==> src/rtl/mem_port_arbiter_if.sv <==
// Fetch/data request ports and single-port RAM bus shared by the arbiter.
// slave: arbiter side; master: requester/RAM side.
interface mem_port_arbiter_if #(
  parameter int ADDR_W = 32,
  parameter int DATA_W = 32
);
  logic              if_req_i;
  logic [ADDR_W-1:0] if_addr_i;
  logic              if_gnt_o;
  logic              if_rvalid_o;
  logic [DATA_W-1:0] if_rdata_o;
  logic              dm_req_i;
  logic              dm_we_i;
  logic [ADDR_W-1:0] dm_addr_i;
  logic [DATA_W-1:0] dm_wdata_i;
  logic              dm_gnt_o;
  logic              dm_rvalid_o;
  logic [DATA_W-1:0] dm_rdata_o;
  logic              mem_en_o;
  logic              mem_we_o;
  logic [ADDR_W-1:0] mem_addr_o;
  logic [DATA_W-1:0] mem_wdata_o;
  logic [DATA_W-1:0] mem_rdata_i;

  modport slave (
    input  if_req_i, if_addr_i,
    output if_gnt_o, if_rvalid_o, if_rdata_o,
    input  dm_req_i, dm_we_i, dm_addr_i, dm_wdata_i,
    output dm_gnt_o, dm_rvalid_o, dm_rdata_o,
    output mem_en_o, mem_we_o, mem_addr_o, mem_wdata_o,
    input  mem_rdata_i
  );

  modport master (
    output if_req_i, if_addr_i,
    input  if_gnt_o, if_rvalid_o, if_rdata_o,
    output dm_req_i, dm_we_i, dm_addr_i, dm_wdata_i,
    input  dm_gnt_o, dm_rvalid_o, dm_rdata_o,
    input  mem_en_o, mem_we_o, mem_addr_o, mem_wdata_o,
    output mem_rdata_i
  );
endinterface

==> src/rtl/mem_port_arbiter.sv <==
// Arbitrates one single-port RAM between fetch and data ports.
// Ports: clk, reset (async, active-high), bus (slave modport).
module mem_port_arbiter #(
  parameter int ADDR_W     = 32,
  parameter int DATA_W     = 32,
  parameter int STARVE_MAX = 4
) (
  input logic clk,
  input logic reset,
  mem_port_arbiter_if.slave bus
);
  localparam int CW = $clog2(STARVE_MAX + 1);
  localparam logic [CW-1:0] SMAX = CW'(STARVE_MAX);

  localparam logic [1:0] IDLE  = 2'd0;
  localparam logic [1:0] IF_RD = 2'd1;
  localparam logic [1:0] DM_RD = 2'd2;

  logic [1:0]        r_state;
  logic [1:0]        w_next;
  logic [CW-1:0]     r_starve;
  logic [DATA_W-1:0] r_if_hold;
  logic              w_force;
  logic              w_if_gnt;
  logic              w_dm_gnt;
  logic              w_if_rv;
  logic              w_dm_rv;

  // fetch wins only once it has been denied STARVE_MAX cycles
  assign w_force  = bus.if_req_i & (r_starve == SMAX);
  assign w_dm_gnt = bus.dm_req_i & ~w_force;
  assign w_if_gnt = bus.if_req_i
                  & (~bus.dm_req_i | w_force);

  assign bus.if_gnt_o = w_if_gnt;
  assign bus.dm_gnt_o = w_dm_gnt;

  assign bus.mem_en_o = w_if_gnt | w_dm_gnt;
  assign bus.mem_we_o = w_dm_gnt & bus.dm_we_i;
  assign bus.mem_addr_o =
    w_if_gnt ? bus.if_addr_i :
    w_dm_gnt ? bus.dm_addr_i : '0;
  assign bus.mem_wdata_o =
    w_dm_gnt ? bus.dm_wdata_i : '0;

  always_comb begin
    w_next = IDLE;
    unique case (1'b1)
      w_if_gnt:                  w_next = IF_RD;
      w_dm_gnt & ~bus.dm_we_i:   w_next = DM_RD;
      default:                   w_next = IDLE;
    endcase
  end

  always_ff @(posedge clk or posedge reset) begin
    if (reset) begin
      r_state <= IDLE;
    end else begin
      r_state <= w_next;
    end
  end

  always_ff @(posedge clk or posedge reset) begin
    if (reset) begin
      r_starve <= '0;
    end else if (bus.if_req_i & ~w_if_gnt) begin
      if (r_starve != SMAX) r_starve <= r_starve + 1'b1;
    end else begin
      r_starve <= '0;
    end
  end

  assign w_if_rv = (r_state == IF_RD);
  assign w_dm_rv = (r_state == DM_RD);

  always_ff @(posedge clk or posedge reset) begin
    if (reset) begin
      r_if_hold <= '0;
    end else if (w_if_rv) begin
      r_if_hold <= bus.mem_rdata_i;
    end
  end

  assign bus.if_rvalid_o = w_if_rv;
  assign bus.dm_rvalid_o = w_dm_rv;
  assign bus.if_rdata_o =
    w_if_rv ? bus.mem_rdata_i : r_if_hold;
  assign bus.dm_rdata_o =
    w_dm_rv ? bus.mem_rdata_i : '0;
endmodule

==> src/flat_wrapper.sv <==
// flat-port wrapper written by rule: the top's interface ports become plain ports
module mem_port_arbiter_flat 
#(
  parameter int ADDR_W     = 32,
  parameter int DATA_W     = 32,
  parameter int STARVE_MAX = 4
)
  (clk, reset, bus_if_req_i, bus_if_addr_i, bus_if_gnt_o, bus_if_rvalid_o, bus_if_rdata_o, bus_dm_req_i, bus_dm_we_i, bus_dm_addr_i, bus_dm_wdata_i, bus_dm_gnt_o, bus_dm_rvalid_o, bus_dm_rdata_o, bus_mem_en_o, bus_mem_we_o, bus_mem_addr_o, bus_mem_wdata_o, bus_mem_rdata_i);
  mem_port_arbiter_if #(.ADDR_W(ADDR_W), .DATA_W(DATA_W)) bus_i ();
  input logic clk;
  input logic reset;
  input wire logic [$bits(bus_i.if_req_i)-1:0] bus_if_req_i;
  input wire logic [$bits(bus_i.if_addr_i)-1:0] bus_if_addr_i;
  output wire logic [$bits(bus_i.if_gnt_o)-1:0] bus_if_gnt_o;
  output wire logic [$bits(bus_i.if_rvalid_o)-1:0] bus_if_rvalid_o;
  output wire logic [$bits(bus_i.if_rdata_o)-1:0] bus_if_rdata_o;
  input wire logic [$bits(bus_i.dm_req_i)-1:0] bus_dm_req_i;
  input wire logic [$bits(bus_i.dm_we_i)-1:0] bus_dm_we_i;
  input wire logic [$bits(bus_i.dm_addr_i)-1:0] bus_dm_addr_i;
  input wire logic [$bits(bus_i.dm_wdata_i)-1:0] bus_dm_wdata_i;
  output wire logic [$bits(bus_i.dm_gnt_o)-1:0] bus_dm_gnt_o;
  output wire logic [$bits(bus_i.dm_rvalid_o)-1:0] bus_dm_rvalid_o;
  output wire logic [$bits(bus_i.dm_rdata_o)-1:0] bus_dm_rdata_o;
  output wire logic [$bits(bus_i.mem_en_o)-1:0] bus_mem_en_o;
  output wire logic [$bits(bus_i.mem_we_o)-1:0] bus_mem_we_o;
  output wire logic [$bits(bus_i.mem_addr_o)-1:0] bus_mem_addr_o;
  output wire logic [$bits(bus_i.mem_wdata_o)-1:0] bus_mem_wdata_o;
  input wire logic [$bits(bus_i.mem_rdata_i)-1:0] bus_mem_rdata_i;
  assign bus_i.if_req_i = bus_if_req_i;
  assign bus_i.if_addr_i = bus_if_addr_i;
  assign bus_if_gnt_o = bus_i.if_gnt_o;
  assign bus_if_rvalid_o = bus_i.if_rvalid_o;
  assign bus_if_rdata_o = bus_i.if_rdata_o;
  assign bus_i.dm_req_i = bus_dm_req_i;
  assign bus_i.dm_we_i = bus_dm_we_i;
  assign bus_i.dm_addr_i = bus_dm_addr_i;
  assign bus_i.dm_wdata_i = bus_dm_wdata_i;
  assign bus_dm_gnt_o = bus_i.dm_gnt_o;
  assign bus_dm_rvalid_o = bus_i.dm_rvalid_o;
  assign bus_dm_rdata_o = bus_i.dm_rdata_o;
  assign bus_mem_en_o = bus_i.mem_en_o;
  assign bus_mem_we_o = bus_i.mem_we_o;
  assign bus_mem_addr_o = bus_i.mem_addr_o;
  assign bus_mem_wdata_o = bus_i.mem_wdata_o;
  assign bus_i.mem_rdata_i = bus_mem_rdata_i;
  mem_port_arbiter #(.ADDR_W(ADDR_W), .DATA_W(DATA_W), .STARVE_MAX(STARVE_MAX)) u_core (.clk(clk), .reset(reset), .bus(bus_i));
endmodule
==> config.mk <==
export PLATFORM = sky130hd
export DESIGN_NAME = mem_port_arbiter_flat
export DESIGN_NICKNAME = d
export VERILOG_FILES = /design/src/rtl/mem_port_arbiter_if.sv /design/src/rtl/mem_port_arbiter.sv /design/src/flat_wrapper.sv
export SDC_FILE = /design/constraint.sdc
export NUM_CORES = 1
export LEC_CHECK = 0
export CORE_AREA = 4 4 101 103
export DETAILED_ROUTE_END_ITERATION = 10
export DIE_AREA = 0 0 105 107
export GPL_TIMING_DRIVEN = 0
export HOLD_SLACK_MARGIN = 0.08
export PLACE_DENSITY = 0.77
export SYNTH_ARGS = -nofsm -noshare
export SYNTH_HDL_FRONTEND = slang
export SYNTH_SLANG_ARGS = --single-unit
==> constraint.sdc <==
create_clock -name clk -period 1.8 [get_ports clk]
set_input_delay 0.18 -clock clk [delete_from_list [all_inputs] [get_ports clk]]
set_output_delay 0.18 -clock clk [all_outputs]
set_load 0.05 [all_outputs]
# After elaboration in Yosys (flattened, before gate mapping)
# Index checks and enable logic that the tools add are counted.
word_totals:
  regBits: 37
  output_inout_bits: 134
  wordCells: 29
classes:
  add_sub_neg: 1
  n_eq_ne: 5
  muxes: 8
  n_bitwise: 12
ops:
  columns: ["cell", "count"]
  rows:
  - ["32-bit 2-to-1 mux", 5]
  - ["1-bit bitwise AND", 6]
  - ["3-bit 2-to-1 mux", 2]
  - ["1-bit inverter", 4]
  - ["2-bit case mux with 2 select lines", 1]
  - ["3-bit by 1-bit adder with 3-bit output, second input constant", 1]
  - ["3-bit equality test, second input constant", 1]
  - ["3-bit inequality test, second input constant", 1]
  - ["2-bit by 1-bit equality test with 1-bit output, second input constant", 1]
  - ["2-bit equality test, second input constant", 1]
  - ["2-bit inequality test, second input constant", 1]
  - ["1-bit OR", 2]

# Longest topological paths before layout
# Gate-level depths: netlist of the first run.
depth:
  depth_word: 7
  depth_mapped: 6

# Least setup slack after synthesis of the first run
# No wires, ideal clock.
synth_timing:
  kind: "register -> output"
  from: "reg u_core.r_starve[0]"
  to: "out bus_mem_addr_o[22]"
  t_arrival_ns: 1.876
  slack_ns: -0.256
  path_stages_with_launch: 7
  path_cell_list: "dfrtp_1 > inv_1 > ha_1 > and3_1 > buf_4 > buf_6 > o22ai_1"
synth_between:
  elab_chain_len: 6
  word_cells_on_any_way: 8
  classes_between: "1 x eq/ne; 2 x mux; 5 x bitwise"
synth_rtl:
  columns: ["item", "line_no", "source"]
  rows:
  - ["start: declaration", "mem_port_arbiter.sv:21", "logic [CW-1:0] r_starve;"]
  - ["start signal: assignment", "mem_port_arbiter.sv:67", "if (r_starve != SMAX) r_starve <= r_starve + 1'b1;"]
  - ["3-bit equality test (*)", "mem_port_arbiter.sv:30", "assign w_force = bus.if_req_i & (r_starve == SMAX);"]
  - ["1-bit bitwise AND (*)", "mem_port_arbiter.sv:30", null]
  - ["1-bit inverter", "mem_port_arbiter.sv:31", "assign w_dm_gnt = bus.dm_req_i & ~w_force;"]
  - ["1-bit bitwise AND", "mem_port_arbiter.sv:31", null]
  - ["32-bit 2-to-1 mux", "mem_port_arbiter.sv:42", "w_dm_gnt ? bus.dm_addr_i : '0;"]
  - ["32-bit 2-to-1 mux (*)", "mem_port_arbiter.sv:41", "w_if_gnt ? bus.if_addr_i :"]
  - ["end: declaration", "flat_wrapper.sv:26", "output wire logic [$bits(bus_i.mem_addr_o)-1:0] bus_mem_addr_o;"]
# Mark *: on every way between the ends. The rest lies on a longest branch, timed or not.

# Worst setup path after layout of the first run
layout_timing:
  from: "reg u_core.r_starve[1]"
  to: "out bus_mem_addr_o[10]"
# The elaborated chain is that of the path after synthesis.

==> impl_metrics.toml, run 1 <==
[floorplan]
die_area_um2 = 11200
pin_count = 267
initial_core_util_pct = 26.9
die_w_um = 105
rows = 35
die_h_um = 107
fp.coreArea_um2 = 9200

[synthesis]
synth_top_family_by_area = "simple AND/OR/NAND/NOR gates"
synth_edf_count = 0
yosysSeqAreaShare_pct = 37.4
synth_top_area_cell = "dfrtp_1"
ys_types = 21
synthMuxAreaShare_pct = 14.6
synthesis.area_um2 = 2470
synthAdderAreaFrac_pct = 1.01
synth-simple-area-share_pct = 29.6
synth.area.top_cells = "dfrtp_1, mux2_2, nand2_1, and3_1, and2_1"
synthArstFlopShare_pct = 100
synthXorXnorAreaFrac_pct = 0
yosysWarnings = 0
synth.net_count = 416
synth_top_area_share_pct = 37.4
synth_compound_area_share_pct = 9.35
syn-instance-count = 281
synth_ff_type = "dfrtp_1"
syn-mean-instance-area_um2 = 8.81
ys_seq_elements = 37

[run]
cap_violations = 0

[power]
p_per_area_nw_per_um2 = 680
p_leak_nw = 2.94
ir_drop_mv = 0.313

[placement]
dp.cells = 657
hpwl_um = 9200
io_buffer_count = 265
post_dp_cell_area_um2 = 5280
pre_cts_slack_ns = -0.718
gp_congestion = 0.899

[min_path]
hp-class = "in2async"

[sta]
setup_tns_ns = -1.52
fin_ws_ns = -0.0855
post-route-period-util_pct = 105
hold_viol_final = 0
setup_viol = 60
worst_pin_slew_ns = 0.768
fin_skew_ns = 0.00485
rsz0062_at_grt = "true"
post-route-min-period_ns = 1.89
maxSlewHeadroom_pct = 48.7
timing.fmax_ghz = 0.530
slew_violations = 0

[run_status]
violations = "negative setup slack"
status = "finished with violations"

[worst_setup_path]
crit_family = "buffers and inverters"
crit_arrival_ns = 1.71
startpoint_type = "flop"
worst-setup-path-type = "reg2out"
crit_chain = "inv_2 -> ha_4 -> and3_4 -> buf_12 -> buf_16 -> o22ai_4 -> buf_6"
cp.required_ns = 1.62
crit_path_max_incr_delay_ns = 0.38
crit_fanout = 7
crit_buf_inv = 4
crit_path_end_kind = "output pin"
critPathSlowestCell = "dfrtp_1"

[finish]
nNetsFinal = 713
final_common_cell = "clkdlybuf4s50_1"
area_delta_synth_final_pct = 166
drive_above_1_share_pct = 49.4
diodes = 0
fin_area_um2 = 6580
instances_no_fill = 690
mostFrequentLayoutCells = "clkdlybuf4s50_1, buf_6, nand2_1"

[grt]
grt_pass1_vias = 3559
grt_pass1_wl_um = 18300
grt_max_degree = 38
antenna_found_initial = 0
track_usage_pct = 20.2
grt.overflow.total = 0

[routing]
first_iter_violations = 117
ant_nets = 0
drcViolationCount = 0
vias = 3352
vias_per_cell = 4.86
dr.pass1.iters = 4
wl_um = 13300
wl_per_cell_um = 19.2

[cts]
cts_buffers = 5
clk_pin_slew_worst_paths_ns = 0.07
clk_path_buf_depth = 2
cts_tree = "built"
cts_sinks = 37
htree_levels = 2
clockRootBuffer = "clkbuf_8"
clock_latency_ns = 0.28
[where the power goes]
group / switching [mW] / leakage [nW] / internal [mW]
Clock: 0.282 / 0.0585 / 0.452
Sequential: 0.0413 / 0.443 / 0.964
Combinational: 1.49 / 2.44 / 1.23
Total: 1.82 / 2.94 / 2.65
[cell usage after synthesis, drive strengths merged (2+ instances only)]
library cell / instances
and2: 33
ha: 2
nor2b: 4
nand2: 65
o22ai: 32
dfrtp: 37
mux2: 32
and3: 34
clkbuf: 13
a211oi: 2
inv: 4
buf: 16
[worst register-to-register path: stages (launching register included)]
cell and delay [ns]:
dfrtp_1 0.41, nor2b_4 0.18, buf_12 0.16, clkbuf_16 0.15
mux2_4 0.32, buf_4 0.14
[registers in the layout, summed over array words and instances, names as in the netlist]
| signal | flops |
|---|---|
| u_core.r_if_hold | 32 |
| u_core.r_state | 2 |
| u_core.r_starve | 3 |
[routing by layer]
metal  share of wire, %  wire length (um)  global-route usage [%]  up-vias
met4                4.6               605                    10.1        0
met3                7.8              1030                    6.62       40
li1                   -                 -                       -     1551
met5                  0                 0                       0        -
met1                 35              4640                    20.1     1569
met2                 53              6980                    37.7      192
[final timing paths]
check	from	end	slack, ns	depth (start not counted)
setup / recovery	u_core.r_starve[1]	bus_mem_addr_o[10]	-0.09	7
hold / removal	reset	u_core.r_if_hold[23]	0.36	2
setup reg to reg	u_core.r_state[1]	u_core.r_if_hold[3]	0.35	5
hold reg to reg	u_core.r_if_hold[12]	u_core.r_if_hold[12]	0.51	1
max in group asynchronous	reset	u_core.r_if_hold[14]	0.95	2
min in group clk	bus_dm_req_i	u_core.r_state[1]	0.44	3
[area by class of cell]
| cell class | instances | area [um^2] |
|---|---|---|
| timing repair buffer | 294 | 3080 |
| fill | 629 | 2620 |
| multi-input combinational | 211 | 2030 |
| sequential | 37 | 926 |
| buffer | 25 | 260 |
| tap | 111 | 139 |
| clock buffer | 7 | 86.3 |
| clock inverter | 1 | 30.0 |
| inverter | 4 | 15.0 |
[logic make-up (layout without fill, tap and decap cells)]
| logic type | Yosys count | count (layout) |
|---|---|---|
| simple gates | 141 | 141 |
| compound gates | 36 | 36 |
| buf+inv | 33 | 331 |
| flops | 37 | 37 |
| fa+ha+maj | 2 | 2 |
| mux | 32 | 32 |
[repair_timing]
item,4_1_cts,5_1_grt
buffers inserted,11,11
cloned,5,4
setup endpoints to repair,134,121
endpoints found under the hold margin,0,0
resized for setup,930,154
pin swaps,13,19
hold buffers,0,0
[through the flow]
stage | util, % | total power, mW | hold slack [ns]
after CTS | 65.8 | 4.17 | 0.381
final | 71.5 | 4.47 | 0.356
after detailed placement | 57.4 | 3.21 | 0.474
after global routing | 71.5 | 4.63 | 0.433
after global placement | 57.4 | 3.19 | 0.448
after floorplan | - | 2.32 | 0.243
(Power assumes the default switching activity.)
==> run 2: changes to the inputs <==
Settings changed: CELL_PAD_IN_SITES_DETAIL_PLACEMENT from default to 0, CELL_PAD_IN_SITES_GLOBAL_PLACEMENT from default to 1, CORE_AREA 4 4 101 103 to default, CORE_MARGIN from default to 4, CORE_UTILIZATION from default to 18, DIE_AREA 0 0 105 107 to default, GPL_TIMING_DRIVEN 0 to default, PLACE_DENSITY 0.77 to default, PLACE_DENSITY_LB_ADDON from default to 0.1.
==> run 2 against run 1 <==
Compared with the run above: the run still ends with negative setup slack left; register-to-register slack improved by 0.18 ns; largest cell class unchanged; combinational power decreased by 15%; via count is 8.8% lower; final cell count rose by 4.3%; sequential power hardly changed; clock power rose by 16%; critical path depth decreased by 1; sequential cell count is the same; core utilization fell by 27 points; maximum frequency rose by 3.5%; clock skew is 0.0031 ns higher.
==> impl_metrics.toml, run 2 (same netlist as run 1, synthesis figures left out) <==
[routing]
ant_nets = 0
wl_um = 11500
first_iter_violations = 76
wl_met2_um = 5950
dr.pass1.iters = 4
vias = 3057
wl_met1_um = 4340
vias_per_cell = 4.25
wl_met3_um = 1020
top_layer = "met4"
drcViolationCount = 0
wl_per_cell_um = 16.0

[power]
p_total_mw = 4.16
p_per_area_nw_per_um2 = 704
combPwrFrac_pct = 55.6
p_leak_nw = 2.66
power_switching_mw = 1.71
ir_drop_mv = 0.379
internal_power_mw = 2.46
p_sw_share_pct = 41.0
p_clk_share_pct = 20.5
power_frac_seq_pct = 23.9

[finish]
drive_above_1_share_pct = 40.8
fin_area_um2 = 5910
mostFrequentLayoutCells = "clkdlybuf4s50_1, buf_4, nand2_1"
fill_cells = 1326
largest_reg_flops = 32
final_common_cell = "clkdlybuf4s50_1"
area_delta_synth_final_pct = 139
reg_top3 = "u_core.r_if_hold (32), u_core.r_starve (3), u_core.r_state (2)"
top_register = "u_core.r_if_hold"
nNetsFinal = 679
diodes = 0

[min_path]
hp-class = "in2async"

[worst_setup_path]
crit_fanout = 13
startpoint_type = "flop"
worst-setup-path-type = "reg2out"
crit_path_end_kind = "output pin"
crit_arrival_ns = 1.64
cp.required_ns = 1.62

[grt]
track_usage_pct = 13.7
grt_pass1_vias = 3321
antenna_found_initial = 0
grt_pass1_wl_um = 17600
grt_max_degree = 35
grt.overflow.total = 0

[placement]
hpwl_um = 9210
io_buffer_count = 266
gp_congestion = 0.793
pre_cts_slack_ns = 0.0271
post_dp_cell_area_um2 = 5420

[cts]
cts_buffers = 5
clk_pin_slew_worst_paths_ns = 0.06
htree_levels = 2
clock_latency_ns = 0.28
cts_sinks = 37
cts_tree = "built"
clk_path_buf_depth = 2
clockRootBuffer = "clkbuf_16"
cts_hold_buf = 0

[floorplan]
rows = 42
die_w_um = 125
initial_core_util_pct = 18.5
pin_count = 267
die_area_um2 = 15700
die_h_um = 125
fp.coreArea_um2 = 13300

[sta]
timing.hold.ws_ns = 0.235
worst_pin_slew_ns = 0.293
hold_viol_final = 0
slew_violations = 0
post-route-period-util_pct = 101
post-route-min-period_ns = 1.82
fin_ws_ns = -0.0211
maxSlewHeadroom_pct = 80.5
timing.fmax_ghz = 0.549
fin_skew_ns = 0.00791
setup_viol = 9
rsz0062_at_grt = "true"

[run_status]
status = "finished with violations"
violations = "negative setup slack"

[run]
cap_violations = 0
run 2: layout make-up:
cell class | instances | area [um^2] | share of cell area (%)
Timing Repair Buffer | 285 | 3110 | 52.5
Multi-Input combinational cell | 211 | 1500 | 25.3
Sequential cell | 37 | 926 | 15.7
Tap cell | 176 | 220 | 3.72
Clock buffer | 6 | 139 | 2.35
Inverter | 4 | 15.0 | 0.254
Clock inverter | 1 | 7.51 | 0.127
run 2: final timing paths:
path,from,to,slack [ns],cells after the start
setup / recovery,u_core.r_starve[0],bus_mem_addr_o[14],-0.02,6
hold / removal,reset,u_core.r_if_hold[8],0.24,3
setup reg to reg,u_core.r_starve[0],u_core.r_starve[2],0.53,4
hold reg to reg,u_core.r_if_hold[29],u_core.r_if_hold[29],0.50,1
max in group asynchronous,reset,u_core.r_if_hold[23],1.32,3
min in group clk,bus_dm_req_i,u_core.r_state[0],0.41,3
run 2: repair_timing:
item,CTS,global route
gates cloned,0,2
resized for setup,26,40
buffers inserted,2,1
setup endpoints to repair,68,84
run 2: stage by stage:
stage / setup TNS, ns / util [%] / cells
floorplan: -7.30 / - / 281
global placement: 0 / 40.6 / 708
detailed placement: 0 / 40.6 / 708
CTS: -0.175 / 42.7 / 717
global route: -2.07 / 44.3 / 720
finish: -0.0835 / 44.3 / 720
run 2: per-layer routing:
metal | vias up | GRT usage (%)
met2 | 158 | 25.4
li1 | 1482 | -
met3 | 12 | 5.12
met5 | - | 0
met1 | 1405 | 14.8
met4 | 0 | 3.38
run 2: power by group through the flow:
stage / clock network, mW / registers, mW / logic [mW]
6_report: 0.855 / 0.995 / 2.31
5_1_grt: 0.922 / 1.01 / 2.42
4_1_cts: 0.887 / 0.997 / 2.24
3_5_place_dp: 0 / 1.01 / 2.20
3_3_place_gp: 0 / 1.01 / 2.20
2_1_floorplan: 0 / 1.00 / 1.32
run 2: critical path, stage by stage (launching register included):
cell and delay [ns]:
dfrtp_1 0.36, inv_2 0.05, ha_4 0.18, and3_4 0.21, buf_12 0.16, o22ai_1 0.18
buf_4 0.22
==> run 3: changes to the inputs <==
Settings changed: CORE_ASPECT_RATIO from default to 1.75, CTS_CLUSTER_SIZE from default to 8, MAX_ROUTING_LAYER from default to met4.
==> run 3 against run 2 <==
Compared with the run above: the run still ends with negative setup slack left; first-iteration DRC count decreased by 9.2%; largest cell class unchanged; final area up 8.1%; worst hold slack improved by 0.069 ns; clock-buffer cell count up 1; register-to-register slack got worse by 0.11 ns; via count up 2.8%; clock skew fell by 0.0058 ns; clock power up 7.3%; sequential power about the same; maximum frequency fell by 0.66%; critical path type unchanged; sequential share of layout area fell by 1.2 points.
==> impl_metrics.toml, run 3 (same netlist as run 1, synthesis figures left out) <==
[power]
p_per_area_nw_per_um2 = 682
internal_power_mw = 2.60
power_frac_seq_pct = 22.8
p_clk_share_pct = 21.0
p_sw_share_pct = 40.5
ir_drop_mv = 0.318
power_switching_mw = 1.76
combPwrFrac_pct = 56.1
p_leak_nw = 2.81

[floorplan]
die_area_um2 = 15800
initial_core_util_pct = 18.4
rows = 56
die_h_um = 163
die_w_um = 96.6
fp.coreArea_um2 = 13500
pin_count = 267

[min_path]
hp-class = "in2async"

[finish]
largest_reg_flops = 32
diodes = 0
mostFrequentLayoutCells = "clkdlybuf4s50_1, buf_6, nand2_1"
fill_cells = 1272
multi_input_area_um2 = 1650
reg_top3 = "u_core.r_if_hold (32), u_core.r_starve (3), u_core.r_state (2)"
area_delta_synth_final_pct = 158
instances_no_fill = 721
nNetsFinal = 681
register_area_um2 = 926
drive_above_1_share_pct = 43.9
top_register = "u_core.r_if_hold"
final_common_cell = "clkdlybuf4s50_1"

[cts]
htree_levels = 2
clk_path_buf_depth = 2
clk_pin_slew_worst_paths_ns = 0.06
cts_buffers = 5
cts_sinks = 37
clockRootBuffer = "clkbuf_16"
cts_tree = "built"
cts_hold_buf = 0
clock_latency_ns = 0.28

[sta]
setup_viol = 22
worst_pin_slew_ns = 0.476
post-route-period-util_pct = 102
maxSlewHeadroom_pct = 68.2
fin_skew_ns = 0.00207
timing.hold.ws_ns = 0.305
hold_viol_final = 0
rsz0062_at_grt = "true"
slew_violations = 0
timing.fmax_ghz = 0.546
post-route-min-period_ns = 1.83
fin_ws_ns = -0.0331

[routing]
vias = 3143
ant_nets = 0
first_iter_violations = 69
dr.pass1.iters = 4
drcViolationCount = 0
wl_per_cell_um = 16.5
vias_per_cell = 4.36
wl_um = 11900

[grt]
track_usage_pct = 13.7
antenna_found_initial = 0
grt.overflow.total = 0
grt_max_degree = 38
grt_pass1_vias = 3318
grt_pass1_wl_um = 17100

[placement]
io_buffer_count = 266
hpwl_um = 8780
pre_cts_slack_ns = 0.0919
gp_congestion = 0.736
dp.cells = 703

[worst_setup_path]
crit_path_end_kind = "output pin"
reg2reg_from = "u_core.r_starve[0]"
worst-setup-path-type = "reg2out"
crit_path_max_incr_delay_ns = 0.39
crit_start = "u_core.r_starve[0]"
critPathSlowestCell = "dfrtp_1"
startpoint_type = "flop"
crit_arrival_ns = 1.65
crit_chain = "inv_2 -> ha_4 -> and3_4 -> clkbuf_16 -> o22ai_2 -> buf_6"
cp.required_ns = 1.62
reg2reg_depth = 6
crit_fanout = 8

[run]
cap_violations = 0

[run_status]
violations = "negative setup slack"
status = "finished with violations"
## run 3: cell count changes in the layout (fill, tap and decap cells not counted), sizes merged
cell      previous run  this run
buf                153       152
clkinvlp             1         0
clkinv               0         1
clkbuf               7        11
## run 3: area by class of cell
class	instances	share of cell area, %
clock inverters	1	0.0783
multi-input cells	211	25.7
clock buffers	7	2.39
repair buffers	287	53.7
well taps	174	3.41
flip-flops and latches	37	14.5
inverters	4	0.235
## run 3: repair_timing
item	CTS	global route
gates cloned	2	4
pin swaps	1	7
endpoints found under the setup margin	99	99
resized for setup	65	75
buffers inserted	3	1
## run 3: worst max-delay path, delay by kind of cell (launching register included)
kind / cells / cell delay, ns
buffers and inverters: 3 / 0.44
adders and majority gates: 1 / 0.17
DFF: 1 / 0.39
AOI/OAI and AO/OA: 1 / 0.09
and+or+nand+nor: 1 / 0.28
## run 3: layer usage
layer  share of wire (%)  vias to the layer above  track usage (%)
met5                   0                        -                -
met4                 2.1                        0             4.09
met3                 7.6                       17             3.42
met2                  56                      179             26.3
met1                  34                     1456             13.5
li1                    -                     1491                -
## run 3: worst paths after layout
path	end	slack, ns
max	bus_mem_addr_o[10]	-0.03
min	u_core.r_if_hold[30]	0.30
max reg2reg	u_core.r_state[1]	0.42
min reg2reg	u_core.r_if_hold[4]	0.50
max in group asynchronous	u_core.r_if_hold[15]	1.15
min in group clk	u_core.r_state[0]	0.46
## run 3: through the flow
stage          utilization (%)  setup TNS [ns]  area (um^2)  power [mW]
2_1_floorplan                -           -7.30         2490        2.32
3_3_place_gp              40.3               0         5420        3.20
3_5_place_dp              40.3               0         5420        3.21
4_1_cts                   44.1          -0.726         5930        4.31
5_1_grt                   47.5           -3.25         6390        4.55
6_report                  47.5          -0.530         6390        4.36
## run 3: power groups by stage
| stage | Clock [mW] | Sequential [mW] | Combinational (mW) |
|---|---|---|---|
| global route | 0.991 | 1.01 | 2.55 |
| CTS | 0.963 | 0.998 | 2.35 |
| finish | 0.917 | 0.996 | 2.45 |
| global placement | 0 | 1.01 | 2.19 |
| floorplan | 0 | 1.00 | 1.32 |
| detailed placement | 0 | 1.01 | 2.20 |
